--- src/rtl/hazard_pkg.sv ---
// Shared constants and compare helpers for the pipeline hazard controller.
package hazard_pkg;

   localparam logic [1:0] FWD_REG   = 2'b00;
   localparam logic [1:0] FWD_EXMEM = 2'b01;
   localparam logic [1:0] FWD_MEMWB = 2'b10;

   localparam int DEFAULT_MULT_CYCLES = 4;
   localparam int DEFAULT_DIV_CYCLES  = 32;
   localparam int MD_CNT_W            = 6;

   // A writer only matters when it is enabled and not targeting $zero.
   function automatic logic reg_match(input logic we, input logic [4:0] rd, input logic [4:0] src);
      reg_match = we && (rd != 5'd0) && (rd == src);
   endfunction

   // Youngest producer wins: EX/MEM before MEM/WB.
   function automatic logic [1:0] fwd_select(input logic       mem_we,
                                             input logic [4:0] mem_rd,
                                             input logic       wb_we,
                                             input logic [4:0] wb_rd,
                                             input logic [4:0] src);
      if (reg_match(mem_we, mem_rd, src)) begin
         fwd_select = FWD_EXMEM;
      end else if (reg_match(wb_we, wb_rd, src)) begin
         fwd_select = FWD_MEMWB;
      end else begin
         fwd_select = FWD_REG;
      end
   endfunction

endpackage

--- src/rtl/hazard_ctrl_md_busy_counter.sv ---
// Multiply/divide occupancy counter; busy is decoded from the counter register only.
module md_busy_counter
   import hazard_pkg::*;
#(
   parameter int MULT_CYCLES = DEFAULT_MULT_CYCLES,
   parameter int DIV_CYCLES  = DEFAULT_DIV_CYCLES
)(
   input  logic clk,
   input  logic rst_n,
   input  logic start,
   input  logic div,
   output logic busy
);

   localparam logic [MD_CNT_W-1:0] MULT_LOAD = MD_CNT_W'(MULT_CYCLES);
   localparam logic [MD_CNT_W-1:0] DIV_LOAD  = MD_CNT_W'(DIV_CYCLES);

   logic [MD_CNT_W-1:0] count_r;

   // Load on an idle start, count down to zero; starts while busy are dropped.
   always_ff @(posedge clk or negedge rst_n) begin
      if (!rst_n) begin
         count_r <= {MD_CNT_W{1'b0}};
      end else if (start && (count_r == {MD_CNT_W{1'b0}})) begin
         count_r <= div ? DIV_LOAD : MULT_LOAD;
      end else if (count_r != {MD_CNT_W{1'b0}}) begin
         count_r <= count_r - {{(MD_CNT_W-1){1'b0}}, 1'b1};
      end else begin
         count_r <= count_r;
      end
   end

   assign busy = (count_r != {MD_CNT_W{1'b0}});

endmodule

--- src/rtl/hazard_ctrl.sv ---
// Pipeline forwarding and stall control. Define HAZARD_FORWARDING_EN for bypassing;
// without it operands always come from the regfile and RAW hazards stall instead.
module hazard_ctrl
   import hazard_pkg::*;
#(
   parameter int MULT_CYCLES = DEFAULT_MULT_CYCLES,
   parameter int DIV_CYCLES  = DEFAULT_DIV_CYCLES
)(
   input  logic       clk,
   input  logic       rst_n,
   input  logic [4:0] id_rs,
   input  logic [4:0] id_rt,
   input  logic [4:0] ex_rs,
   input  logic [4:0] ex_rt,
   input  logic [4:0] ex_rd,
   input  logic       ex_reg_write,
   input  logic       ex_mem_read,
   input  logic [4:0] mem_rd,
   input  logic       mem_reg_write,
   input  logic [4:0] wb_rd,
   input  logic       wb_reg_write,
   input  logic       ex_md_start,
   input  logic       ex_md_div,
   input  logic       id_md_use,
   output logic [1:0] fwd_a,
   output logic [1:0] fwd_b,
   output logic       stall_if,
   output logic       stall_id,
   output logic       flush_ex,
   output logic       md_busy
);

   logic md_busy_s;
   logic load_use_stall_s;
   logic md_stall_s;
   logic raw_stall_s;
   logic stall_s;

   md_busy_counter #(
      .MULT_CYCLES (MULT_CYCLES),
      .DIV_CYCLES  (DIV_CYCLES)
   ) u_md_busy_counter (
      .clk   (clk),
      .rst_n (rst_n),
      .start (ex_md_start),
      .div   (ex_md_div),
      .busy  (md_busy_s)
   );

   // Load-use and mult/div occupancy stalls exist in every build.
   always_comb begin
      load_use_stall_s = 1'b0;
      md_stall_s       = 1'b0;
      if (ex_mem_read && (ex_rd != 5'd0) && ((ex_rd == id_rs) || (ex_rd == id_rt))) begin
         load_use_stall_s = 1'b1;
      end else begin
         load_use_stall_s = 1'b0;
      end
      md_stall_s = id_md_use && md_busy_s;
   end

`ifdef HAZARD_FORWARDING_EN
   logic unused_fwd_s;
   assign unused_fwd_s = ex_reg_write;

   // Bypass muxes cover RAW hazards, so no extra stall is needed.
   always_comb begin
      fwd_a       = fwd_select(mem_reg_write, mem_rd, wb_reg_write, wb_rd, ex_rs);
      fwd_b       = fwd_select(mem_reg_write, mem_rd, wb_reg_write, wb_rd, ex_rt);
      raw_stall_s = 1'b0;
   end
`else
   logic unused_fwd_s;
   assign unused_fwd_s = ^{ex_rs, ex_rt, wb_rd, wb_reg_write};

   // WB needs no check: the regfile writes before it is read.
   always_comb begin
      fwd_a       = FWD_REG;
      fwd_b       = FWD_REG;
      raw_stall_s = reg_match(ex_reg_write, ex_rd, id_rs)   ||
                    reg_match(ex_reg_write, ex_rd, id_rt)   ||
                    reg_match(mem_reg_write, mem_rd, id_rs) ||
                    reg_match(mem_reg_write, mem_rd, id_rt);
   end
`endif

   assign stall_s  = load_use_stall_s || md_stall_s || raw_stall_s;
   assign stall_if = stall_s;
   assign stall_id = stall_s;
   assign flush_ex = stall_s;
   assign md_busy  = md_busy_s;

endmodule

--- config.mk ---
export PLATFORM = sky130hd
export DESIGN_NAME = hazard_ctrl
export DESIGN_NICKNAME = d
export VERILOG_FILES = /design/src/rtl/hazard_pkg.sv /design/src/rtl/hazard_ctrl_md_busy_counter.sv /design/src/rtl/hazard_ctrl.sv
export SDC_FILE = /design/constraint.sdc
export NUM_CORES = 1
export LEC_CHECK = 0
export BUFFER_PORTS_ARGS = -buffer_cell sky130_fd_sc_hd__buf_2
export CORE_UTILIZATION = 41
export DETAILED_ROUTE_END_ITERATION = 8
export HOLD_SLACK_MARGIN = 0.06
export MAX_ROUTING_LAYER = met4
export PLACE_DENSITY = 0.84
export SETUP_SLACK_MARGIN = 0.15
export SLEW_MARGIN = 20
export SYNTH_ARGS = -nofsm -noshare
export SYNTH_HDL_FRONTEND = slang
export SYNTH_SLANG_ARGS = --single-unit
--- constraint.sdc ---
create_clock -name clk -period 4 [get_ports clk]
set_clock_uncertainty 0.05 [all_clocks]
set_input_delay 1.2 -clock clk [delete_from_list [all_inputs] [get_ports clk]]
set_output_delay 1.2 -clock clk [all_outputs]
set_load 0.05 [all_outputs]
# After elaboration in Yosys (flattened, before gate mapping)
# Index checks and enable logic that the tools add are counted.
[word_totals] regBits=6 out_inout_bits=8 word_cells=31
[classes] addsub=1 n_eq_ne=4 n_mux=4 reduce_logical=21
[ops] cell="equality test 5 bit" n=4
[ops] cell="2-to-1 mux 6 bit" n=3
[ops] cell="logical AND 1 bit" n=10
[ops] cell="nonzero test 5 bit" n=2
[ops] cell="logical NOT 6 bit" n=1
[ops] cell="logical OR 1 bit" n=6
[ops] cell="nonzero test 6 bit" n=1
[ops] cell="subtractor 6 x 1 -> 6 bit (second input constant)" n=1
[ops] cell="nonzero test 2 bit" n=1
[ops] cell="2-to-1 mux 1 bit" n=1

# Logic depth before layout (Yosys ltp)
[logic_depth] depth_word=7 mapped_depth=8 depth_no_buf=6

# Modules after synthesis
# A second synthesis with hierarchy kept.
[hier_totals] hier_cells=75 area_unflattened_um2=660.6
[by_module_without_submodules] mod="md_busy_counter" n_inst=1 cells_each=32 area_each_um2=331.6 seq_area_each_um2=150.1
[by_module_without_submodules] mod="hazard_ctrl" n_inst=1 cells_each=43 area_each_um2=329.1 seq_area_each_um2=0.0

# Worst setup path after synthesis
# No wires, ideal clock.
[synth_timing] kind="input-to-output" startpoint="input id_rs[4]" endpoint="output stall_id" arrival_time_ns=2.886 required_time_ns=2.750 slack_ns=-0.136 stages=5 cell_sequence="xor2_1 nor3_1 a22oi_1 o221ai_1 buf_4"
[synth_via] elab_chain_cells=6 word_cells_on_any_way=12 classes_between="2 x eq/ne; 1 x mux; 9 x reduce/logical"
[synth_lines] item="from (decl)" line="hazard_ctrl.sv:11" source="input logic [4:0] id_rs,"
[synth_lines] item="equality test 5 bit" line="hazard_pkg.sv:14, hazard_ctrl.sv:54"
[synth_lines] item="logical OR 1 bit / logical AND 1 bit (equally long branches)" line="hazard_ctrl.sv:54, hazard_pkg.sv:14"
[synth_lines] item="logical AND 1 bit / logical OR 1 bit (equally long branches)" line="hazard_ctrl.sv:54, hazard_ctrl.sv:80"
[synth_lines] item="2-to-1 mux 1 bit / logical OR 1 bit (equally long branches)" line="hazard_ctrl.sv:54, hazard_ctrl.sv:81"
[synth_lines] item="logical OR 1 bit (on tied branches)" line="hazard_ctrl.sv:87, hazard_ctrl.sv:82"
[synth_lines] item="logical OR 1 bit (*)" line="hazard_ctrl.sv:87" source="assign stall_s = load_use_stall_s || md_stall_s || raw_stall_s;"
[synth_lines] item="to (decl)" line="hazard_ctrl.sv:28" source="output logic stall_id,"
# Mark *: on every way between the ends. The rest lies on a longest branch, timed or not.

# Worst setup path in the final report
[layout_timing] startpoint="input mem_rd[1]" endpoint="output stall_if"
[layout_via] elab_chain_cells=6 word_cells_on_any_way=9 classes_between="2 x eq/ne; 7 x reduce/logical"
[layout_lines] item="from (decl)" line="hazard_ctrl.sv:18" source="input logic [4:0] mem_rd,"
[layout_lines] item="nonzero test 5 bit" line="hazard_pkg.sv:14" source="reg_match = we && (rd != 5'd0) && (rd == src);"
[layout_lines] item="logical AND 1 bit (2 in series)" line="hazard_pkg.sv:14"
[layout_lines] item="logical OR 1 bit" line="hazard_ctrl.sv:81" source="reg_match(ex_reg_write, ex_rd, id_rt) ||"
[layout_lines] item="logical OR 1 bit (*)" line="hazard_ctrl.sv:82" source="reg_match(mem_reg_write, mem_rd, id_rs) ||"
[layout_lines] item="logical OR 1 bit (*)" line="hazard_ctrl.sv:87"
[layout_lines] item="to (decl)" line="hazard_ctrl.sv:27" source="output logic stall_if,"
# Marks and branches as above.

==> flow_summary.yaml <==
floorplanning:
  die-area_um2: 1715
  ios: 52
  die_y_um: 41.41
  initial_core_util_pct: 46.61
  core_area_um2: 1366
  row_count: 13
  die_x_um: 41.41
global_route:
  grt_max_degree: 10
  antenna_found_initial: 0
  gr-total-overflow: 0
  grt_first_pass_wirelength_um: 2373
  track_usage_pct: 17.65
  first_global_vias: 620
place:
  dp_hpwl_um: 1145
  gp_congestion: 0.8287
  port_buffers: 31
critical_path:
  worst_path_max_delay_cell: "or4_1"
  path_cells: "buf_2 -> or4_1 -> o21ai_0 -> o221ai_2 -> buf_2"
  worst_ep_arrival_time_ns: 2.41
  endpoint_kind: "primary output"
  critPathMaxStageDelay_ns: 0.52
  r2r-start: "u_md_busy_counter.count_r[0]"
  critical_path_class: "input port to primary output"
  startpoint: "mem_rd[1]"
  r2r_cells: 6
  cp.required_ns: 2.75
  cp_common_cell: "buf_2"
  startpoint_type: "input port"
  rrSetupSlack_ns: 2.38
  r2r_end: "u_md_busy_counter.count_r[1]"
  crit_fanout: 3
hold_path:
  hp-start: "u_md_busy_counter.count_r[0]"
  min_path_cells: 1
  holdPathEnd: "u_md_busy_counter.count_r[0]"
  min_path_type: "flop to flop"
routing:
  detail-route-antenna-nets: 0
  post-route-drc-count: 0
  vias: 592
  first_iter_violations: 6
  vias_per_cell: 4.933
  dr.pass1.iters: 4
  wl_per_cell_um: 11.48
  wl_um: 1378
final_layout:
  drive_above_1_share_pct: 35.24
  top_register: "u_md_busy_counter.count_r"
  syn_to_final_growth_pct: 24.75
  final_nets: 153
  largest_reg_flops: 6
  fin_util_pct: 58.15
  final.fill_count: 126
  reg_top3: "u_md_busy_counter.count_r (6)"
  antenna_cells: 0
logic_synthesis:
  synth_flop_cell: "dfrtp_1"
  yosysSeqAreaShare_pct: 23.58
  ys_warn_count: 0
  netlist_area_um2: 636.9
  synth_top_area_cell: "xor2_1"
  synthCells: 75
  syn_area_per_cell_um2: 8.491
  synth_seq_cells: 6
  yosysTopAreaCellShare_pct: 30.26
  yosysUniqueCellTypes: 22
  synth_enable_flop_cells: 0
  ys_top_cells_by_area: "xor2_1 30%, dfrtp_1 24%, buf_4 7.1%"
  synthArstFlopShare_pct: 100.0
flow_run:
  cap_viol_max_count: 0
power:
  netSwitchingFraction_pct: 44.77
  p_sw_mw: 0.1639
  internal_power_mw: 0.2022
  p_leak_nw: 0.3915
  ir_worst_vdd_mv: 0.2990
  power_mw: 0.3662
  cellPowerDensity_nw_per_um2: 460.9
  pwr-share-comb_pct: 52.1
  p_clk_share_pct: 14.4
  power_frac_seq_pct: 33.4
sta:
  fmax_mhz: 273.4
  whs_ns: 0.4652
  setup_tns_ns: 0
  hold_viol_final: 0
  finalWorstPathRequiredPeriod_ns: 3.658
  min_period_over_period_pct: 91.46
  finalSetupViolCount: 0
  rsz0062_at_grt: "no"
  final_max_slew_viol_count: 0
cts:
  clock_latency_ns: 0.23
  cts_sinks: 6
  cts-root-buf: "clkbuf_4"
  cts_max_level: 1
  cts.path.max_buffers: 2
  numCtsBuffers: 3
  clkTransAtPathRegs_ns: 0.04
  tritoncts: "built"
  cts_hold_buf: 0
  cts_resized: 0
  cts_setup_buffers: 0
outcome:
  status: "completed"
==> critical path, delay by kind of cell <==
kind / cells / cell delay [ns]
buffers and inverters: 2 / 0.35
AOI/OAI and AO/OA: 2 / 0.34
and+or+nand+nor: 1 / 0.52
==> kinds of logic after synthesis <==
family                     count (synthesis)  share of synthesized area (%)
AOI/OAI and AO/OA                          9                          8.644
xor gates and xnor gates                  24                          33.01
adders and majority gates                  2                          3.929
buffers and inverters                     10                          11.00
DFF                                        6                          23.58
other                                      1                         0.5888
and+or+nand+nor                           23                          19.25
==> cells in the final DEF, fill, tap and decap left out, types with 3 or more instances in the layout <==
master,Yosys,routed
o21ai_0,5,5
buf_2,0,31
conb_1,1,4
clkbuf_4,0,3
nor2_1,7,7
xor2_1,22,22
nor3_1,5,5
dfrtp_1,6,6
==> metrics by stage <==
step / worst slack (ns) / instances / area, um^2
floorplan: 0.2339 / 78 / 654.4
global placement: 0.3558 / 117 / 772.0
detailed placement: 0.3324 / 117 / 772.0
CTS: 0.3312 / 120 / 794.5
global route: 0.2343 / 120 / 794.5
finish: 0.3418 / 120 / 794.5
==> Yosys cell counts (2+ instances only) <==
master and instances:
o21ai_0 5, nor2_1 7, nor3_1 5, xor2_1 22, or3_1 2, dfrtp_1 6
or4_1 2, inv_1 2, nand3_1 2, ha_1 2, buf_4 6, xnor2_1 2
a22oi_1 2, nand2_1 2
==> how the worst max path moves through the flow <==
stage / to / slack [ns] / cells after the start
2_1_floorplan: stall_id / 0.23 / 4
3_3_place_gp: flush_ex / 0.36 / 5
3_5_place_dp: stall_if / 0.33 / 5
4_1_cts: stall_if / 0.33 / 5
5_1_grt: flush_ex / 0.23 / 5
6_report: stall_if / 0.34 / 5
==> power by group through the flow <==
stage               registers [mW]  clock network, mW  logic, mW
floorplan                    0.117                  0      0.149
CTS                          0.122             0.0552      0.193
finish                       0.122             0.0528      0.191
global route                 0.124             0.0572      0.216
detailed placement           0.122                  0      0.190
global placement             0.120                  0      0.181
==> routing by layer <==
layer	global-route usage, %	up-vias	routed length, um
met3	1.304	0	89
met4	5.806	0	0
li1	-	302	-
met1	19.13	266	551
met5	-	-	0
met2	33.44	24	736
==> layout make-up <==
cell class	instances	area, um^2	area share [%]
repair buffers	31	155.1	19.53
multi-input cells	62	434.2	54.65
well taps	15	18.77	2.362
clock buffers	3	22.52	2.835
inverters	3	13.76	1.732
flip-flops and latches	6	150.1	18.90
Note: power is estimated with default switching activity, not from simulation.
